<file path="config.mk">
export PLATFORM = sky130hd
export DESIGN_NAME = div_unit_flat
export DESIGN_NICKNAME = d
export VERILOG_FILES = /design/src/rtl/div_pkg.sv /design/src/rtl/div_unit_if.sv /design/src/rtl/div_unit.sv /design/src/flat_wrapper.sv
export SDC_FILE = /design/constraint.sdc
export NUM_CORES = 1
export LEC_CHECK = 0
export BUFFER_PORTS_ARGS = -buffer_cell sky130_fd_sc_hd__buf_4
export CORE_UTILIZATION = 40
export CTS_CLUSTER_DIAMETER = 50
export DETAILED_ROUTE_END_ITERATION = 6
export PLACE_DENSITY = 0.58
export SYNTH_ARGS = -nofsm -noshare
export SYNTH_HDL_FRONTEND = slang
export SYNTH_SLANG_ARGS = --single-unit
</file>
<file path="constraint.sdc">
create_clock -name clk -period 12.4 [get_ports clk]
set_input_delay 2.48 -clock clk [delete_from_list [all_inputs] [get_ports clk]]
set_output_delay 2.48 -clock clk [all_outputs]
set_load 0.02 [all_outputs]
</file>
<file path="src/rtl/div_pkg.sv">
// Shared constants, FSM state encoding and the div opcode encoding that is
// also used by the decoder.
package div_pkg;

  localparam int DATA_W = 32;
  localparam int ITER   = 32;
  localparam int CNT_W  = $clog2(ITER);

  typedef enum logic [1:0] {
    S_IDLE = 2'd0,
    S_BUSY = 2'd1,
    S_DONE = 2'd2
  } div_state_e;

  typedef enum logic [1:0] {
    OP_DIV_W  = 2'd0,
    OP_MOD_W  = 2'd1,
    OP_DIV_WU = 2'd2,
    OP_MOD_WU = 2'd3
  } div_op_e;

  function automatic logic op_is_signed(input div_op_e op);
    return (op == OP_DIV_W) || (op == OP_MOD_W);
  endfunction

endpackage

</file>
<file path="src/rtl/div_unit_if.sv">
// Request/response bundle between the EX stage and the divider.
interface div_unit_if;
  import div_pkg::*;

  logic              div_en;
  logic              div_signed;
  logic [DATA_W-1:0] dividend;
  logic [DATA_W-1:0] divisor;
  logic              flush;
  logic              busy;
  logic              done;
  logic [DATA_W-1:0] quotient;
  logic [DATA_W-1:0] remainder;

  modport master (
    output div_en, div_signed, dividend, divisor, flush,
    input  busy, done, quotient, remainder
  );

  modport slave (
    input  div_en, div_signed, dividend, divisor, flush,
    output busy, done, quotient, remainder
  );
endinterface

</file>
<file path="src/rtl/div_unit.sv">
// Restoring radix-2 divider: one quotient bit per BUSY cycle, sign fixed up
// on the final iteration so quotient/remainder are registered in DONE.
module div_unit #(
  parameter int DATA_W = div_pkg::DATA_W,
  parameter int ITER   = div_pkg::ITER
) (
  input  logic      clk,
  input  logic      reset,
  div_unit_if.slave dif
);
  import div_pkg::*;

  div_state_e          state_q, state_d;
  logic [DATA_W-1:0]   dvd_q, dvd_d, dvs_q, dvs_d, quo_q, quo_d;
  logic [DATA_W:0]     rem_q, rem_d;
  logic [CNT_W-1:0]    cnt_q, cnt_d;
  logic                q_neg_q, q_neg_d, r_neg_q, r_neg_d;
  logic [DATA_W-1:0]   quot_q, quot_d, rmd_q, rmd_d;
  logic [DATA_W:0]     shifted, diff;
  logic                nonneg, accept;

  function automatic logic [DATA_W-1:0] mag(input logic [DATA_W-1:0] v, input logic sgn);
    return (sgn && v[DATA_W-1]) ? (~v + 1'b1) : v;
  endfunction

  function automatic logic [DATA_W-1:0] neg_if(input logic [DATA_W-1:0] v, input logic n);
    return n ? (~v + 1'b1) : v;
  endfunction

  assign accept  = (state_q == S_IDLE) && dif.div_en && !dif.flush;
  assign shifted = {rem_q[DATA_W-1:0], dvd_q[DATA_W-1]};
  assign diff    = shifted - {1'b0, dvs_q};
  // A set top bit would mean the shifted value exceeds any divisor magnitude.
  assign nonneg  = !diff[DATA_W] || rem_q[DATA_W];

  always_comb begin
    state_d = state_q;
    dvd_d   = dvd_q;
    dvs_d   = dvs_q;
    quo_d   = quo_q;
    rem_d   = rem_q;
    cnt_d   = cnt_q;
    q_neg_d = q_neg_q;
    r_neg_d = r_neg_q;
    quot_d  = quot_q;
    rmd_d   = rmd_q;
    case (state_q)
      S_IDLE: begin
        if (accept) begin
          state_d = S_BUSY;
          dvd_d   = mag(dif.dividend, dif.div_signed);
          dvs_d   = mag(dif.divisor, dif.div_signed);
          q_neg_d = dif.div_signed && (dif.dividend[DATA_W-1] ^ dif.divisor[DATA_W-1]);
          r_neg_d = dif.div_signed && dif.dividend[DATA_W-1];
          rem_d   = '0;
          quo_d   = '0;
          cnt_d   = '0;
        end
      end
      S_BUSY: begin
        if (dif.flush) begin
          state_d = S_IDLE;
        end else begin
          rem_d = nonneg ? diff : shifted;
          quo_d = {quo_q[DATA_W-2:0], nonneg};
          dvd_d = {dvd_q[DATA_W-2:0], 1'b0};
          cnt_d = cnt_q + CNT_W'(1);
          if (cnt_q == CNT_W'(ITER - 1)) begin
            state_d = S_DONE;
            quot_d  = neg_if(quo_d, q_neg_q);
            rmd_d   = neg_if(rem_d[DATA_W-1:0], r_neg_q);
          end
        end
      end
      S_DONE:  state_d = S_IDLE;
      default: state_d = S_IDLE;
    endcase
  end

  always_ff @(posedge clk or posedge reset) begin
    if (reset) begin
      state_q <= S_IDLE;
      dvd_q   <= '0;
      dvs_q   <= '0;
      quo_q   <= '0;
      rem_q   <= '0;
      cnt_q   <= '0;
      q_neg_q <= 1'b0;
      r_neg_q <= 1'b0;
      quot_q  <= '0;
      rmd_q   <= '0;
    end else begin
      state_q <= state_d;
      dvd_q   <= dvd_d;
      dvs_q   <= dvs_d;
      quo_q   <= quo_d;
      rem_q   <= rem_d;
      cnt_q   <= cnt_d;
      q_neg_q <= q_neg_d;
      r_neg_q <= r_neg_d;
      quot_q  <= quot_d;
      rmd_q   <= rmd_d;
    end
  end

  assign dif.busy      = (state_q == S_BUSY);
  assign dif.done      = (state_q == S_DONE);
  assign dif.quotient  = quot_q;
  assign dif.remainder = rmd_q;

endmodule

</file>
<file path="src/flat_wrapper.sv">
// flat-port wrapper written by rule: the top's interface ports become plain ports
module div_unit_flat import div_pkg::*;
#(
  parameter int DATA_W = div_pkg::DATA_W,
  parameter int ITER   = div_pkg::ITER
)
  (clk, reset, dif_div_en, dif_div_signed, dif_dividend, dif_divisor, dif_flush, dif_busy, dif_done, dif_quotient, dif_remainder);
  div_unit_if dif_i ();
  input  logic clk;
  input  logic reset;
  input wire logic [$bits(dif_i.div_en)-1:0] dif_div_en;
  input wire logic [$bits(dif_i.div_signed)-1:0] dif_div_signed;
  input wire logic [$bits(dif_i.dividend)-1:0] dif_dividend;
  input wire logic [$bits(dif_i.divisor)-1:0] dif_divisor;
  input wire logic [$bits(dif_i.flush)-1:0] dif_flush;
  output wire logic [$bits(dif_i.busy)-1:0] dif_busy;
  output wire logic [$bits(dif_i.done)-1:0] dif_done;
  output wire logic [$bits(dif_i.quotient)-1:0] dif_quotient;
  output wire logic [$bits(dif_i.remainder)-1:0] dif_remainder;
  assign dif_i.div_en = dif_div_en;
  assign dif_i.div_signed = dif_div_signed;
  assign dif_i.dividend = dif_dividend;
  assign dif_i.divisor = dif_divisor;
  assign dif_i.flush = dif_flush;
  assign dif_busy = dif_i.busy;
  assign dif_done = dif_i.done;
  assign dif_quotient = dif_i.quotient;
  assign dif_remainder = dif_i.remainder;
  div_unit #(.DATA_W(DATA_W), .ITER(ITER)) u_core (.clk(clk), .reset(reset), .dif(dif_i));
endmodule
</file>
== Word-level counts from Yosys, hierarchy flattened ==
Cells that the tools add are included.
Cells by class
  add/sub/neg operators: 6
  equal/unequal tests: 6
  multiplexer cells: 21
  bitwise gates (word level): 6
  reductions and logical operators: 14
Operators with widths (number)
  $mux 32: 6
  $add 32x1->32 const B: 4
  $not 32->32: 4
  $mux 33: 3
  $pmux 33 s2: 1
  $pmux 32 s2: 1
  $mux 31: 2
  $pmux 31 s2: 1
  $sub 33x32->33: 1
  $mux 5: 2
  $pmux 5 s2: 1
  $mux 2: 3
  $reduce_and 3->1: 2
  $add 5x1->5 const B: 1
  $eq 5x5->1 const B: 1
  $logic_and 1x1->1: 5
  $pmux 2 s2: 1
  $reduce_and 2->1: 2
  $ne 3x2->1 const B: 1
  $eq 2x1->1 const B: 1
  $eq 2x2->1 const B: 1
  $logic_not 1->1: 2
  $logic_not 2->1: 1
  $ne 2x1->1 const B: 1
  5 further kinds: 5
Storage, ports and cells
  bits in registers: 201
  bits of input ports: 69

== Depth between registers and ports, before layout ==
Gate-level depths: netlist of run 1.
  depth in word-level cells: 7
  depth in mapped cells: 23

== Worst setup path before layout of run 1 ==
Ideal clock, no wire load.
  path type: reg2reg
  start point: register u_core.rem_q[14]
  end point: register u_core.rmd_q[28] (netlist: u_core.dif.remainder[28])
  setup time: 0.131 ns
  data arrival time: 4.977 ns
  data required time: 12.269 ns
  setup slack: 7.292 ns
  cell stages (with the launch flop): 22
  clock period less this slack: 5.108 ns
  cell sequence: dfrtp_1 > ha_1 > buf_2 > nand2_2 > or4_4 > o311ai_2 > a211o_1 > and3_1 > buf_4 > buf_2 > buf_2 > clkbuf_1 > nand2_1 > o21ai_0 > ha_1 > nand4_1 > or4_1 > nor4_1 > o22ai_1 > o41ai_1 > xnor2_1 > o21ai_1
On the way
  cells in the longest elaborated chain, start to end: 7
Ends and longest elaborated chain
  start: declaration: line div_unit.sv:15  | logic [DATA_W:0] rem_q, rem_d;
  start signal: assignment: line div_unit.sv:97  | rem_q <= rem_d;
  $sub 33x32->33: line div_unit.sv:32  | assign diff = shifted - {1'b0, dvs_q};
  $logic_not 1->1: line div_unit.sv:34  | assign nonneg = !diff[DATA_W] || rem_q[DATA_W];
  $logic_or 1x1->1: line div_unit.sv:34
  $mux 33 (*): line div_unit.sv:64  | rem_d = nonneg ? diff : shifted;
  $not 32->32: line div_unit.sv:27  | return n ? (~v + 1'b1) : v;
  $add 32x1->32: line div_unit.sv:27
  $mux 32 (*): line div_unit.sv:27
  end signal: assignment: line div_unit.sv:102  | rmd_q <= rmd_d;
  end: declaration: line div_unit.sv:18  | logic [DATA_W-1:0] quot_q, quot_d, rmd_q, rmd_d;
Mark *: on every way between the ends. The rest lies on a longest branch, timed or not.
A chain may end at the register's enable or synchronous reset.

== Final worst setup path of run 1 ==
  start point: register u_core.rem_q[1]
  end point: register u_core.rmd_q[30] (netlist: u_core.dif.remainder[30])
Same word-level chain as after synthesis.

==> results.ini, run 1 <==
[synthesis]
ys_types = 77
synth_top_area_frac = 0.385
syn_inst = 1576
syn_nets = 1684
syn_avg_cell_area_um2 = 8.30
yosys_warnings = 0
ys_ff_latch = 201
yosysMostFrequentCell = nand2_1
synth_area_um2 = 13100
synth_flop_cell = dfrtp_1
synthTopCellsByArea = dfrtp_1 (38%), o21ai_0 (7.7%), nand2_1 (7.1%)
synth_top_cell_by_area = dfrtp_1
seq_area_frac_synth = 0.385
synth-edff-count = 0
synth_common_cells = nand2_1 (246), dfrtp_1 (201), o21ai_0 (200), a21oi_1 (113), nor2_1 (103)
synth-async-reset-ratio = 1.00

[drt]
routed_via_density = 5.52
drtIter0Drc = 803
drc = 0
vias = 11700
routedWlPerCell_um = 17.6
drtAntennaViolNets = 0
drt_pass1_iterations = 5
routed_wl_um = 37300

[floorplanning]
fp.dieW_um = 183
pin_count = 135
core_area_um2 = 31900
die_y_um = 183
num_rows = 65
initial_core_util = 0.410
fp.dieArea_um2 = 33400

[pwr]
finalPower_w = 0.00222
ir_worst_vdd_v = 0.000102
leakage_nw = 6.98
p_per_area_nw_per_um2 = 144

[critical_path]
cp.arrival_ps = 5880
criticalPathCategory = flip-flop to flip-flop
path_cells = ha_1, nor2b_1, o31ai_1, a21o_1, o311ai_2, a211o_1, and3_2, o21ai_0, ha_1, nand4_1, or4_1, nor4_1, o22ai_1, o41ai_1, xnor2_1, o21ai_1
crit_path_end_kind = flip-flop
cp_slowest_cell = or4_1
path_delay_family = compound AO/OA/AOI/OAI gates
path_max_fanout = 13
start_kind = flip-flop
worst-path-buf-inv = 0
critical_path.max_stage_delay_ps = 570
worst_ep_required_time_ps = 12780
critPathMostFrequentCell = ha_1

[clock_network]
cts_setup_buffers = 0
tritoncts = built
ctsHoldBuffers = 0
cts_max_path_buffers = 3
cts_resized = 0
clock_latency_ps = 560
root_buffer = clkbuf_16
h-tree-depth = 1
cts.clk_slew.worst_paths_ps = 60
clock_sinks = 201
cts_inserted_buffers = 26

[sta]
worst_slack_ps = 6900
setup_tns_ps = 0
rsz0062_at_grt = false
tightestPinTransition_ps = 1160
drv_slew = 0
setup_violations = 0
fin_worst_skew_ps = 23.7
max_slew_margin = 0.221
min_period_ps = 5500
clock.fmax_mhz = 182
fin_crit_sh = 0.443
hold_viol = 0

[placement]
place_congestion = 0.911
numPortBuffers = 134
dp_cells = 2074
placed_cell_area_um2 = 14400
pre_cts_slack_ps = 6700
dp_hpwl_um = 27100

[global_route]
grt_util_all_layers = 0.224
grt_pass1_wl_um = 60600
grt_antenna_before_repair = 1
grt_max_degree = 128
grt_overflow = 0
grt_pass1_vias = 11100

[final_layout]
drive_above_1_share = 0.132
area_growth_pct = 18.0
antenna_cells = 0
stdcell_area_um2 = 15400
final_nets = 1775
final_cells = 2122

[worst_hold_path]
hold_path_class = flip-flop to flip-flop

[run]
drv_cap = 0

[outcome]
status = completed

[cell families after synthesis]
group	after synthesis	share of synthesized area
and+or+nand+nor	539	0.193
AOI/OAI and AO/OA	488	0.225
DFF	201	0.385
buffers and inverters	138	0.0411
xor gates and xnor gates	135	0.0904
adders and majority gates	39	0.0379
muxes	36	0.0282
[power breakdown]
part / internal, W / switching, W
Clock: 0.000555 / 0.000316
Sequential: 0.000715 / 0.0000486
Combinational: 0.000208 / 0.000378
[per-stage QoR]
step,utilization,hold WS [ps]
after floorplan,-,450
after global placement,0.452,462
after detailed placement,0.452,472
after CTS,0.484,485
after global routing,0.484,499
final,0.484,475
[worst min-delay path, stage by stage (launching register included)]
cell and delay [ps]:
dfrtp_1 340, nand2_1 50, o21ai_0 60
[routing by layer]
layer / global-route usage / routed length, µm
met1: 0.333 / 18300
met5: 0 / 13
met2: 0.342 / 16100
met4: 0.0553 / 738
met3: 0.0312 / 2150
[cells in the final DEF, fill, tap and decap left out, drive strengths merged, types with 5 or more instances in the layout]
cell,synthesis,layout
ha,38,38
o211ai,6,6
o21ai,218,218
or4,15,15
nand2b,12,12
a22o,34,34
and2,12,12
dfrtp,201,201
nand2,247,247
o41ai,11,11
a21o,13,13
a21oi,113,113
inv,56,59
buf,19,144
o31ai,24,24
nor2,103,103
a31oi,14,14
bufinv,0,7
nand4,9,9
nor3,34,34
clkinv,1,8
a211oi,13,13
clkbuf,62,30
mux2i,29,29
mux2,7,7
xnor2,58,58
nor4b,6,6
and3,9,9
xor2,77,77
nand3,20,20
nor4,26,26
nor2b,7,7
o21bai,6,6
or3,19,19
a211o,5,5
[final cells by class]
| class | instances | area [µm²] |
|---|---|---|
| Fill cell | 3183 | 16400 |
| Clock inverter | 18 | 314 |
| Multi-Input combinational cell | 1237 | 7540 |
| Clock buffer | 30 | 696 |
| Inverter | 57 | 224 |
| Sequential cell | 201 | 5030 |
| Timing Repair Buffer | 144 | 1080 |
| Tap cell | 435 | 544 |
[flip-flops by register name (all words and copies together), names as in the netlist]
register	cells
u_core.dif.remainder	32
u_core.state_q	2
u_core.rem_q	33
u_core.dif.quotient	32
u_core.dvs_q	32
u_core.q_neg_q	1
u_core.cnt_q	5
u_core.dvd_q	32
u_core.r_neg_q	1
u_core.quo_q	31
[worst paths after layout]
| kind | end | startpoint | slack (ps) | cells after the start |
|---|---|---|---|---|
| worst min-delay path | u_core.dif.quotient[15] | u_core.dif.quotient[15] | 470 | 2 |
| min in group asynchronous | u_core.dif.quotient[7] | reset | 2130 | 2 |
| worst max-delay path | u_core.dif.remainder[30] | u_core.rem_q[1] | 6900 | 16 |
| max in group asynchronous | u_core.dvd_q[26] | reset | 8690 | 3 |
| worst max register to register | u_core.dif.remainder[30] | u_core.rem_q[1] | 6900 | 16 |
| worst min register to register | u_core.dif.quotient[15] | u_core.dif.quotient[15] | 470 | 2 |
(Power assumes the default switching activity.)
==> run 2: changes to the inputs <==
clock period = 5.3 ns   (was 12.4 ns; I/O delays follow)
==> run 2 against run 1 <==
Against the previous run:
- final area is 2.3% higher
- final cell count is 2.0% higher
- total power is 140% higher
- critical path depth is 1 lower
- non-clock buffer count rose by 28
- worst hold slack worse by 1.4 ps
- fmax increased by 10%
- register-to-register slack got worse by 6600 ps
- largest power group unchanged
==> results.ini, run 2 (synthesized netlist as in run 1, its figures left out) <==
[sta]
rsz0062_at_grt = false
holdWs_ps = 473
clock.fmax_mhz = 201
tightestPinTransition_ps = 1170
min_period_ps = 4980
fin_crit_sh = 0.939
setup_tns_ps = 0
drv_slew = 0
hold_viol = 0
setup_violations = 0
max_slew_margin = 0.223
fin_worst_skew_ps = 21.0

[critical_path]
crit_path_end_kind = flip-flop
cp.arrival_ps = 5330
path_delay_family = simple AND/OR/NAND/NOR gates
worstReg2RegStart = u_core.rem_q[14]
worst-path-buf-inv = 0
path_max_fanout = 9
start_kind = flip-flop
worst_ep_required_time_ps = 5650
cp_slowest_cell = or4_4
crit_start = u_core.rem_q[14]
criticalPathCategory = flip-flop to flip-flop
critPathMostFrequentCell = ha_1
critical_path.max_stage_delay_ps = 560
path_cells = ha_1, nand2_2, or4_4, o311ai_2, nand3_1, and3_2, o21ai_0, ha_1, nand4_1, or4_1, nor4_1, o22ai_1, o41ai_1, xnor2_1, o21ai_1

[floorplanning]
fp.dieArea_um2 = 33400
pin_count = 135
fp.dieW_um = 183
core_area_um2 = 31900
die_y_um = 183
num_rows = 65
initial_core_util = 0.410

[clock_network]
clock_sinks = 201
cts_max_path_buffers = 3
cts_resized = 0
clock_latency_ps = 520
h-tree-depth = 2
cts_inserted_buffers = 34
ctsHoldBuffers = 0
root_buffer = clkbuf_16
tritoncts = built
cts.clk_slew.worst_paths_ps = 50
cts_setup_buffers = 0

[pwr]
p_sw_w = 0.00183
finalPower_w = 0.00538
seq_power_share = 0.331
ir_worst_vdd_v = 0.000166
p_per_area_nw_per_um2 = 341
swShare = 0.340
leakage_nw = 7.20
comb_power_share = 0.261
power_frac_clock = 0.408
p_int_w = 0.00355

[run]
drv_cap = 0

[final_layout]
multi_input_area_um2 = 7540
area_growth_pct = 20.7
antenna_cells = 0
drive_above_1_share = 0.152
layout.cells.most_common = nand2_1
seq_area_um2 = 5030
final_cell_mix = nand2_1 (245), dfrtp_1 (201), o21ai_0 (200)
top_register = u_core.rem_q
final_nets = 1811
fillers = 3218
final_util = 0.495
largest_reg_flops = 33
stdcell_area_um2 = 15800

[global_route]
grt_pass1_vias = 11200
grt_pass1_wl_um = 60800
grt_antenna_before_repair = 1
grt_max_degree = 128
grt_overflow = 0
grt_util_all_layers = 0.227

[placement]
dp_hpwl_um = 28100
placed_cell_area_um2 = 14600
numPortBuffers = 134
place_congestion = 0.957

[worst_hold_path]
hold_path_startpoint = u_core.dif.quotient[16]
hold_path_class = flip-flop to flip-flop

[outcome]
status = completed

[drt]
drt_pass1_iterations = 5
routed_via_density = 5.50
routed_wl_um = 38200
drtIter0Drc = 955
drtAntennaViolNets = 0
routedWlPerCell_um = 17.7
vias = 11900
drc = 0

[run 2: changes by cell type in the layout (fill, tap and decap cells not counted), sizes merged]
| cell | delta |
|---|---|
| clkinv | -1 |
| buf | +28 |
| clkinvlp | +1 |
| inv | +6 |
| clkbuf | +14 |
| bufinv | -6 |
[run 2: through the flow]
step                setup slack (ps)  cells
global route                     101   2164
detailed placement               365   2102
global placement                 454   2102
finish                           321   2164
floorplan                        192   1576
CTS                              350   2164
[run 2: area by class of cell]
class / instances / area share
clock buffer: 44 / 0.0608
clock inverter: 18 / 0.0116
inverter: 57 / 0.0139
multi-input combinational: 1237 / 0.477
sequential: 201 / 0.319
tap: 435 / 0.0345
timing repair buffer: 172 / 0.0834
[run 2: worst min-delay path, cell delays in order (launching register included)]
cell	delay, ps
dfrtp_1	340
nand2_1	40
o21ai_0	50
[run 2: path summary, 6_finish.rpt]
kind	endpoint	slack, ps	cells after the start
worst max-delay path	u_core.dif.remainder[30]	320	15
worst min-delay path	u_core.dif.quotient[16]	470	2
worst max register to register	u_core.dif.remainder[30]	320	15
worst min register to register	u_core.dif.quotient[16]	470	2
max in group asynchronous	u_core.rem_q[21]	3560	3
min in group asynchronous	u_core.dif.remainder[1]	650	2
[run 2: power groups by stage]
stage,Clock [W],Sequential [W],Combinational (W)
after floorplan,0,0.00177,0.000978
after global placement,0,0.00180,0.00138
after detailed placement,0,0.00180,0.00139
after CTS,0.00225,0.00178,0.00139
after global routing,0.00232,0.00180,0.00155
final,0.00219,0.00178,0.00140
[run 2: routing by layer]
| metal | up-vias | routed length [µm] | GRT usage | share of wire |
|---|---|---|---|---|
| li1 | 5895 | - | - | - |
| met4 | 2 | 990 | 0.0750 | 0.026 |
| met5 | - | 13 | 0 | 0.00034 |
| met2 | 340 | 16300 | 0.345 | 0.43 |
| met1 | 5587 | 18800 | 0.331 | 0.49 |
| met3 | 69 | 2220 | 0.0336 | 0.058 |
